==> src/rtl/lfsr_decrypt_seq.sv <==
// LFSR decrypt/depad sequencer: recovers seed and taps from the preamble, then decrypts.
// Optional feature macro DECRYPT_PARITY_FLAG_EN: flag parity-corrupt bytes in bit 7.
module lfsr_decrypt_seq (
  input  logic       Clk,
  input  logic       Reset,
  input  logic       Start,
  input  logic [7:0] Mem_rdata,
  output logic [7:0] Mem_addr,
  output logic       Mem_wr_en,
  output logic [7:0] Mem_wdata,
  output logic       Busy,
  output logic       Ack,
  output logic       Err,
  output logic [3:0] Pat_idx
);

  typedef enum logic [2:0] {
    S_IDLE,
    S_LOAD,
    S_SEARCH,
    S_DECRYPT,
    S_PAD,
    S_DONE
  } state_t;

  state_t     state_q;
  logic       start_q;
  logic [3:0] cnt_q;
  logic [3:0] pidx_q;
  logic       ok_q;
  logic [6:0] s0_q;
  logic [6:0] lfsr_q;
  logic [6:0] pre_q [10];
  logic [5:0] byte_q;
  logic       ph_q;
  logic       skip_q;
  logic [6:0] wr_ptr_q;
  logic [7:0] addr_q;
  logic [7:0] wdata_q;
  logic       we_q;
  logic       busy_q;
  logic       ack_q;
  logic       err_q;
  logic [3:0] pat_q;

  logic [6:0] tap_d;
  logic [6:0] lfsr_d;
  logic [6:0] s0_d;
  logic [6:0] plain_d;
  logic       match_d;
  logic       keep_d;
  logic       perr_d;
  logic       launch_d;
  logic       abort_d;

  function automatic logic [6:0] tap_of(input logic [3:0] i);
    logic [6:0] t;
    unique case (i)
      4'd0:    t = 7'h60;
      4'd1:    t = 7'h48;
      4'd2:    t = 7'h78;
      4'd3:    t = 7'h72;
      4'd4:    t = 7'h6A;
      4'd5:    t = 7'h69;
      4'd6:    t = 7'h5C;
      4'd7:    t = 7'h7E;
      default: t = 7'h7B;
    endcase
    return t;
  endfunction

`ifdef DECRYPT_PARITY_FLAG_EN
  assign perr_d = ^Mem_rdata;
`else
  logic unused_par;
  assign unused_par = Mem_rdata[7];
  assign perr_d     = 1'b0;
`endif

  always_comb begin
    tap_d    = tap_of(pidx_q);
    lfsr_d   = {lfsr_q[5:0], ^(lfsr_q & tap_d)};
    s0_d     = pre_q[0] ^ 7'h20;
    match_d  = ((pre_q[cnt_q] ^ lfsr_d) == 7'h20);
    plain_d  = Mem_rdata[6:0] ^ lfsr_q;
    keep_d   = !(skip_q && (plain_d == 7'h20) && !perr_d);
    launch_d = !Start && start_q;
    abort_d  = Start && (state_q != S_IDLE) && (state_q != S_DONE);
  end

  assign Mem_addr  = addr_q;
  assign Mem_wr_en = we_q;
  assign Mem_wdata = wdata_q;
  assign Busy      = busy_q;
  assign Ack       = ack_q;
  assign Err       = err_q;
  assign Pat_idx   = pat_q;

  always_ff @(posedge Clk or negedge Reset) begin
    if (!Reset) begin
      state_q  <= S_IDLE;
      start_q  <= 1'b0;
      cnt_q    <= '0;
      pidx_q   <= '0;
      ok_q     <= 1'b0;
      s0_q     <= '0;
      lfsr_q   <= '0;
      for (int i = 0; i < 10; i++) pre_q[i] <= '0;
      byte_q   <= '0;
      ph_q     <= 1'b0;
      skip_q   <= 1'b0;
      wr_ptr_q <= '0;
      addr_q   <= '0;
      wdata_q  <= '0;
      we_q     <= 1'b0;
      busy_q   <= 1'b0;
      ack_q    <= 1'b0;
      err_q    <= 1'b0;
      pat_q    <= 4'hF;
    end else begin
      start_q <= Start;
      if (abort_d) begin
        state_q <= S_IDLE;
        we_q    <= 1'b0;
        busy_q  <= 1'b0;
      end else begin
        unique case (state_q)
          S_IDLE: begin
            if (launch_d) begin
              state_q <= S_LOAD;
              cnt_q   <= '0;
              busy_q  <= 1'b1;
              ack_q   <= 1'b0;
              err_q   <= 1'b0;
              pat_q   <= 4'hF;
            end
          end
          S_LOAD: begin
            if (cnt_q != 4'd10) addr_q <= 8'd64 + {4'b0, cnt_q};
            if (cnt_q != 4'd0) pre_q[cnt_q - 4'd1] <= Mem_rdata[6:0];
            cnt_q <= cnt_q + 4'd1;
            if (cnt_q == 4'd10) begin
              if (s0_d == 7'h00) begin
                err_q   <= 1'b1;
                ack_q   <= 1'b1;
                busy_q  <= 1'b0;
                state_q <= S_DONE;
              end else begin
                s0_q    <= s0_d;
                lfsr_q  <= s0_d;
                cnt_q   <= 4'd1;
                pidx_q  <= '0;
                ok_q    <= 1'b1;
                state_q <= S_SEARCH;
              end
            end
          end
          S_SEARCH: begin
            if (cnt_q == 4'd9) begin
              if (ok_q && match_d) begin
                pat_q    <= pidx_q;
                lfsr_q   <= s0_q;
                byte_q   <= '0;
                ph_q     <= 1'b0;
                skip_q   <= 1'b1;
                wr_ptr_q <= '0;
                state_q  <= S_DECRYPT;
              end else if (pidx_q == 4'd8) begin
                err_q   <= 1'b1;
                pat_q   <= 4'hF;
                ack_q   <= 1'b1;
                busy_q  <= 1'b0;
                state_q <= S_DONE;
              end else begin
                pidx_q <= pidx_q + 4'd1;
                cnt_q  <= 4'd1;
                ok_q   <= 1'b1;
                lfsr_q <= s0_q;
              end
            end else begin
              cnt_q  <= cnt_q + 4'd1;
              ok_q   <= ok_q && match_d;
              lfsr_q <= lfsr_d;
            end
          end
          S_DECRYPT: begin
            if (!ph_q) begin
              addr_q <= 8'd64 + {2'b0, byte_q};
              we_q   <= 1'b0;
              ph_q   <= 1'b1;
            end else begin
              ph_q   <= 1'b0;
              lfsr_q <= lfsr_d;
              byte_q <= byte_q + 6'd1;
              if (keep_d) begin
                skip_q   <= 1'b0;
                addr_q   <= {1'b0, wr_ptr_q};
                wdata_q  <= {perr_d, plain_d};
                we_q     <= 1'b1;
                wr_ptr_q <= wr_ptr_q + 7'd1;
              end
              if (byte_q == 6'd63) state_q <= S_PAD;
            end
          end
          S_PAD: begin
            // This edge also retires the final DECRYPT write.
            if (!wr_ptr_q[6]) begin
              addr_q   <= {1'b0, wr_ptr_q};
              wdata_q  <= 8'h20;
              we_q     <= 1'b1;
              wr_ptr_q <= wr_ptr_q + 7'd1;
            end else begin
              we_q    <= 1'b0;
              ack_q   <= 1'b1;
              busy_q  <= 1'b0;
              state_q <= S_DONE;
            end
          end
          S_DONE: begin
            we_q <= 1'b0;
            if (Start) begin
              ack_q   <= 1'b0;
              state_q <= S_IDLE;
            end
          end
          default: state_q <= S_IDLE;
        endcase
      end
    end
  end

endmodule

==> config.mk <==
export PLATFORM = sky130hd
export DESIGN_NAME = lfsr_decrypt_seq
export DESIGN_NICKNAME = d
export VERILOG_FILES = /design/src/rtl/lfsr_decrypt_seq.sv
export SDC_FILE = /design/constraint.sdc
export NUM_CORES = 1
export LEC_CHECK = 0
export CORE_ASPECT_RATIO = 1.5
export CORE_MARGIN = 3
export CORE_UTILIZATION = 57
export DETAILED_ROUTE_END_ITERATION = 6
export GPL_ROUTABILITY_DRIVEN = 0
export PLACE_DENSITY = 0.83
export REMOVE_ABC_BUFFERS = 1
export SLEW_MARGIN = 20
export SYNTH_ARGS = -nofsm -noshare
export SYNTH_HDL_FRONTEND = slang
export SYNTH_SLANG_ARGS = --single-unit
==> constraint.sdc <==
create_clock -name Clk -period 6.3 [get_ports Clk]
set_clock_uncertainty 0.15 [all_clocks]
set_input_delay 1.26 -clock Clk [delete_from_list [all_inputs] [get_ports Clk]]
set_output_delay 1.26 -clock Clk [all_outputs]
set_load 0.01 [all_outputs]
==> run metrics, run 1 <==
average size of a mapped cell 10.34 µm²; filler cell count approximately 1000; Yosys top cell area share 0.4287; critical path type in -> reg; hpwl dp approximately 14 mm; CP Capture Type register; crit path from Mem_rdata[3]; CTS max path bufs 2; WL final 20.09 mm; vias in the first global route around 6300; hold-fix buffer count after cts 0; fmax roughly 0.22 GHz; Crit path max-delay family compound AO/OA/AOI/OAI gates; initial antenna violation count 0; leakage power around 3.8 nW; n_diodes 0; CP endpoint wr_ptr_q[1]; number of nets in the layout between 700 and 800; Req. time, crit path about 6.5 ns; TritonCTS buffer count 17; DP Area 7895 µm²; CTS tree yes; Min Hold Slack roughly 0.33 ns; DR iter-0 viols about 620; layout cells sized above 1 0.1860; Post-synth EDFFs 0; largest net degree at the start of global routing 74; clock sink total ~130; final instance area roughly 8500 µm²; fin. max-slew vios 0; worst path cell trace clkdlybuf4s50_1 -> xor2_1 -> nor4_1 -> a41oi_1 -> o21ai_0 -> a31oi_2 -> a31oi_1 -> mux2_2; top post-synthesis cells by area dfrtp_1, mux2_2, mux2i_1; post-CTS setup repair buffer count 0; CP max FO 14; startpoint class of the critical path input port; PnR Total Power 3.397 mW; worst-margin pin slew between 0.9 and 1 ns; vias per cell 6.742; min Tclk post-route approximately 4.5 ns; R2R Path End pre_q[9]; core region area 13020 µm²; post-synth design cell area 7589 µm²; drt drc 2; Ports 35; CP max stage cell clkdlybuf4s50_1; Pwr Density around 400 nW/µm²; VDD IR max approximately 0.26 mV; ys flop type dfrtp_1; failing checks DRC; antenna-violating nets left 0; row cnt 51; status complete, but fails checks; first-pass GRT wire length 32.29 mm; Tot GR Track Use 0.2808; Skew-Pair Late Insertion Delay ~0.43 ns; cell count after synthesis between 700 and 800; CTS clk-pin slew, worst paths 0.06 ns; total global routing overflow 0; Worst Hold Class reg -> reg; Port-buffer cells 31; post-cts resize count 0; Die Ht roughly 150 µm; max incr delay on CP 0.77 ns; setup TNS 0 ns; max_cap viols 0; Layout area overhead 11.74%; CP Depth 8; Root Driver clkbuf_16; Synthesis Warnings 0; reg2reg path depth 6; most frequent cells in the layout dfrtp_1, mux2_2, nand2_1; CTS H-tree depth 4; flop2flop setup slack about 2.2 ns; library cells used by synthesis 75; most common cell after layout, fill and taps aside dfrtp_1; final hold violations 0; RSZ-0062 raised after global routing false; fin crit share 0.7136; sequential-to-total area share from yosys stat 0.4425; Synth area leader dfrtp_1; Critical Path AT approximately 4.7 ns; Async S/R FF share, synth 1.000; Initial Util 0.5829; register bit total from synthesis between 100 and 150; routed len/inst approximately 22 µm; total die area between 10000 and 15000 µm²; drt pass-1 iters 7; die width about 100 µm; Max-slew headroom 0.3375; total number of vias ~6000; critical path buffer and inverter count 1; Setup-failing EPs final 0; Reg2Reg Launch Point state_q[0]
==> area by class of cell <==
class                           instances  area [µm²]  area share
Multi-Input combinational cell        538        3943      0.4650
Sequential cell                       134        3359      0.3962
Clock buffer                           19       452.9     0.05342
Timing Repair Buffer                   34       330.3     0.03896
Tap cell                              159       198.9     0.02346
Clock inverter                         13       120.1     0.01417
Inverter                               20       75.07    0.008853
==> worst min path at each step <==
stage / slack [ns] / depth (start not counted) / end / start
4_1_cts: 0.33 / 2 / s0_q[2] / s0_q[2]
3_5_place_dp: 0.32 / 2 / s0_q[2] / s0_q[2]
2_1_floorplan: 0.30 / 2 / s0_q[2] / s0_q[2]
6_report: 0.33 / 2 / Mem_addr[3] / Mem_addr[3]
5_1_grt: 0.36 / 2 / s0_q[5] / s0_q[5]
3_3_place_gp: 0.31 / 2 / s0_q[3] / s0_q[3]
==> registers in the layout, indices dropped and copies added (netlist names), 3 cells and up <==
signal     flops
Mem_wdata      7
byte_q         6
Mem_addr       7
s0_q           7
wr_ptr_q       7
pre_q         70
pidx_q         4
Pat_idx        4
state_q        3
cnt_q          4
lfsr_q         7
==> worst min-delay path: stages, from the launching register on <==
cell	delay (ns)
dfrtp_1	0.34
nand2_1	0.04
o21ai_0	0.06
==> logic make-up after synthesis <==
group | Yosys count | share of synthesized area
adders and majority gates | 15 | 0.02440
muxes | 130 | 0.1919
xor gates and xnor gates | 13 | 0.01863
other | 1 | 0.0004942
AOI/OAI and AO/OA | 176 | 0.1509
buffers and inverters | 63 | 0.03990
DFF | 134 | 0.4425
and+or+nand+nor | 202 | 0.1312
==> synth_stat cells (8+ instances only) <==
library cell / instances
a22oi_1: 13
nor2b_1: 11
mux2i_1: 42
ha_1: 14
clkbuf_1: 27
inv_1: 19
nor3_1: 15
dfrtp_1: 130
nand3_1: 31
a21oi_1: 31
nand2_1: 66
nor2_1: 32
o21ai_0: 54
a31oi_1: 13
mux2_2: 84
and3_1: 8
==> metal layers <==
metal	GRT usage	wire length [µm]
met1	0.3086	7183
met2	0.4930	10600
met3	0.04988	1076
met4	0.1719	1222
met5	0	0
==> per-stage QoR <==
stage | cells | worst slack (ns) | util
floorplan | 692 | 2.467 | -
global placement | 885 | 1.508 | 0.6065
detailed placement | 885 | 1.364 | 0.6065
CTS | 917 | 1.776 | 0.6505
global route | 917 | 1.646 | 0.6514
finish | 917 | 1.804 | 0.6514
==> power by group <==
group	internal [mW]	leakage, nW	switching (mW)	total, mW
combinational	0.527	1.70	0.552	1.08
clock	0.567	0.277	0.394	0.961
sequential	1.10	1.79	0.253	1.36
No activity file was read; power rests on OpenSTA's default activity.
==> run 2, diff against run 1 <==
--- a/config.mk
+++ b/config.mk
@@ -7,10 +7,10 @@
 export LEC_CHECK = 0
 export CORE_ASPECT_RATIO = 1.5
 export CORE_MARGIN = 3
-export CORE_UTILIZATION = 57
+export CORE_UTILIZATION = 55
 export DETAILED_ROUTE_END_ITERATION = 6
 export GPL_ROUTABILITY_DRIVEN = 0
-export PLACE_DENSITY = 0.83
+export PLACE_DENSITY = 0.84
 export REMOVE_ABC_BUFFERS = 1
 export SLEW_MARGIN = 20
 export SYNTH_ARGS = -nofsm -noshare
==> constraint.sdc (replaced) <==
create_clock -name Clk -period 3.7 [get_ports Clk]
set_clock_uncertainty 0.15 [all_clocks]
set_input_delay 0.74 -clock Clk [delete_from_list [all_inputs] [get_ports Clk]]
set_output_delay 0.74 -clock Clk [all_outputs]
set_load 0.01 [all_outputs]
==> run 2 against run 1 <==
  * Global-route usage rose by 1.2 points
  * Routed wire length increased by 6.5%
  * Cell area grew 3.4%
  * Flip-flop and latch count unchanged
  * Clock-buffer cell count did not move
  * Largest cell class unchanged
  * The run still ends with DRC left
==> run metrics, run 2 (synthesized netlist as in run 1, its figures left out) <==
CP Depth 9; drt pass-1 iters 7; Req. time, crit path just under 4 ns; Flop pwr share 0.382; clock sink total between 100 and 150; Reg2Reg Launch Point cnt_q[0]; routed wl met2 about 11 mm; min Tclk post-route 3.507 ns; WL final 21.40 mm; CTS H-tree depth 4; first-pass GRT wire length roughly 34 mm; drt drc 1; antenna-violating nets left 0; clock share of power 0.278; Psw ~2.1 mW; Combinational Power Share 0.341; n_diodes 0; final hold violations 0; VDD IR max about 0.49 mV; Initial Util 0.5717; CP max stage cell dfrtp_4; Pwr Density between 600 and 700 nW/µm²; Skew-Pair Late Insertion Delay between 0.4 and 0.5 ns; length of routed wiring on met1 ~7.5 mm; vias in the first global route between 6000 and 7000; fin crit share 0.9479; Layout area overhead 15.52%; leakage power between 3 and 4 nW; vias per cell a little under 7; largest net degree at the start of global routing 75; most common cell after layout, fill and taps aside dfrtp_1; DP Area slightly above 8000 µm²; total global routing overflow 0; PnR Total Power approximately 6.0 mW; total number of vias about 6500; worst path cell trace buf_4 -> mux2i_1 -> a221oi_1 -> mux2_2 -> a211o_1 -> nor3_4 -> a31oi_1 -> nor4_1 -> mux2i_1; CTS tree yes; Critical Path AT about 3.7 ns; Crit path max-delay family multiplexers; flop2flop setup slack just under 0.2 ns; Tot GR Track Use 0.2931; crit path from cnt_q[0]; Max Used Layer met4; CP most frequent cell mux2i_1; critical path type reg -> reg; final instance area 8766 µm²; Min Hold Slack between 0.2 and 0.25 ns; met3 WL roughly 1.7 mm; Ports 35; max reg flops 70; R2R Path End byte_q[4]; total die area approximately 15000 µm²; max_cap viols 0; CP endpoint byte_q[4]; filler cell count 942; core region area roughly 13000 µm²; CTS clk-pin slew, worst paths roughly 0.060 ns; setup TNS 0 ns; CP max FO 15; Max-slew headroom 0.3911; fin. max-slew vios 0; Worst Hold Class in -> async; DR iter-0 viols 736; routed len/inst ~23 µm; hpwl dp about 15 mm; status complete, but fails checks; die width roughly 100 µm; failing checks DRC; critical path buffer and inverter count 1; Setup-failing EPs final 0; reg2reg path depth 9; startpoint class of the critical path register; TritonCTS buffer count 17; row cnt between 50 and 60; number of nets in the layout 803; CP Capture Type register; Die Ht approximately 150 µm; RSZ-0062 raised after global routing false; fmax between 0.2 and 0.3 GHz; Biggest register pre_q; layout cells sized above 1 0.2190; Port-buffer cells 31; internal power 3.866 mW; worst-margin pin slew ~0.91 ns; fin util 0.6604; initial antenna violation count 0; Root Driver clkbuf_16; max incr delay on CP 0.58 ns; switching share of power 0.3506; most frequent cells in the layout dfrtp_1, mux2_2, nand2_1; CTS max path bufs 2
==> run 2: cell count changes in the layout (fill, tap and decap cells not counted), moves of 2 or more <==
cell	before	now
buf_12	0	2
buf_4	4	35
inv_6	4	0
xor2_1	7	5
xor2_2	0	2
==> run 2: worst min-delay path by stage <==
stage / from / to / slack (ns)
floorplan: Reset / Ack / 0.29
CTS: Reset / pre_q[23] / 0.27
detailed placement: s0_q[5] / s0_q[5] / 0.32
global route: Reset / pre_q[28] / 0.30
global placement: s0_q[5] / s0_q[5] / 0.31
finish: Reset / Err / 0.24
==> run 2: power by group through the flow <==
stage | Clock [mW] | Combinational, mW | Sequential (mW)
after floorplan | 0 | 1.23 | 2.24
after global routing | 1.73 | 2.18 | 2.31
after global placement | 0 | 1.87 | 2.23
final | 1.65 | 2.03 | 2.27
after detailed placement | 0 | 1.95 | 2.27
after CTS | 1.66 | 1.98 | 2.25
==> run 2: area by class of cell <==
type | count | area [µm²] | share of cell area
inverter | 20 | 75.07 | 0.008564
clock buffer | 19 | 442.9 | 0.05053
timing repair buffer | 67 | 603.1 | 0.06880
clock inverter | 12 | 131.4 | 0.01499
sequential | 134 | 3362 | 0.3835
tap | 159 | 198.9 | 0.02269
multi-input combinational | 538 | 3953 | 0.4509
==> run 2: repair_timing <==
action / 4_1_cts / 5_1_grt
setup buffers: 0 / 1
resized for setup: 0 / 4
endpoints found under the setup margin: 0 / 11
hold buffers: 0 / 0
==> run 2: worst reg2reg max path: stages (launching register included) <==
cell and delay (ns):
dfrtp_4 0.58, buf_4 0.34, mux2i_1 0.33, a221oi_1 0.16
mux2_2 0.33, a211o_1 0.30, nor3_4 0.25, a31oi_1 0.33
nor4_1 0.44, mux2i_1 0.22
==> run 2: per-layer routing <==
layer	global-route usage	vias to the layer above
met5	0	-
met4	0.1701	0
met3	0.06110	144
met2	0.4941	454
met1	0.3404	3112
li1	-	2783
==> run 2: stage by stage <==
step                      std cells  setup WS [ns]
after floorplan                 692        -0.1326
after global placement          917         0.2995
after detailed placement        917        0.09412
after CTS                       948        0.07169
after global routing            949        0.05404
final                           949         0.1926
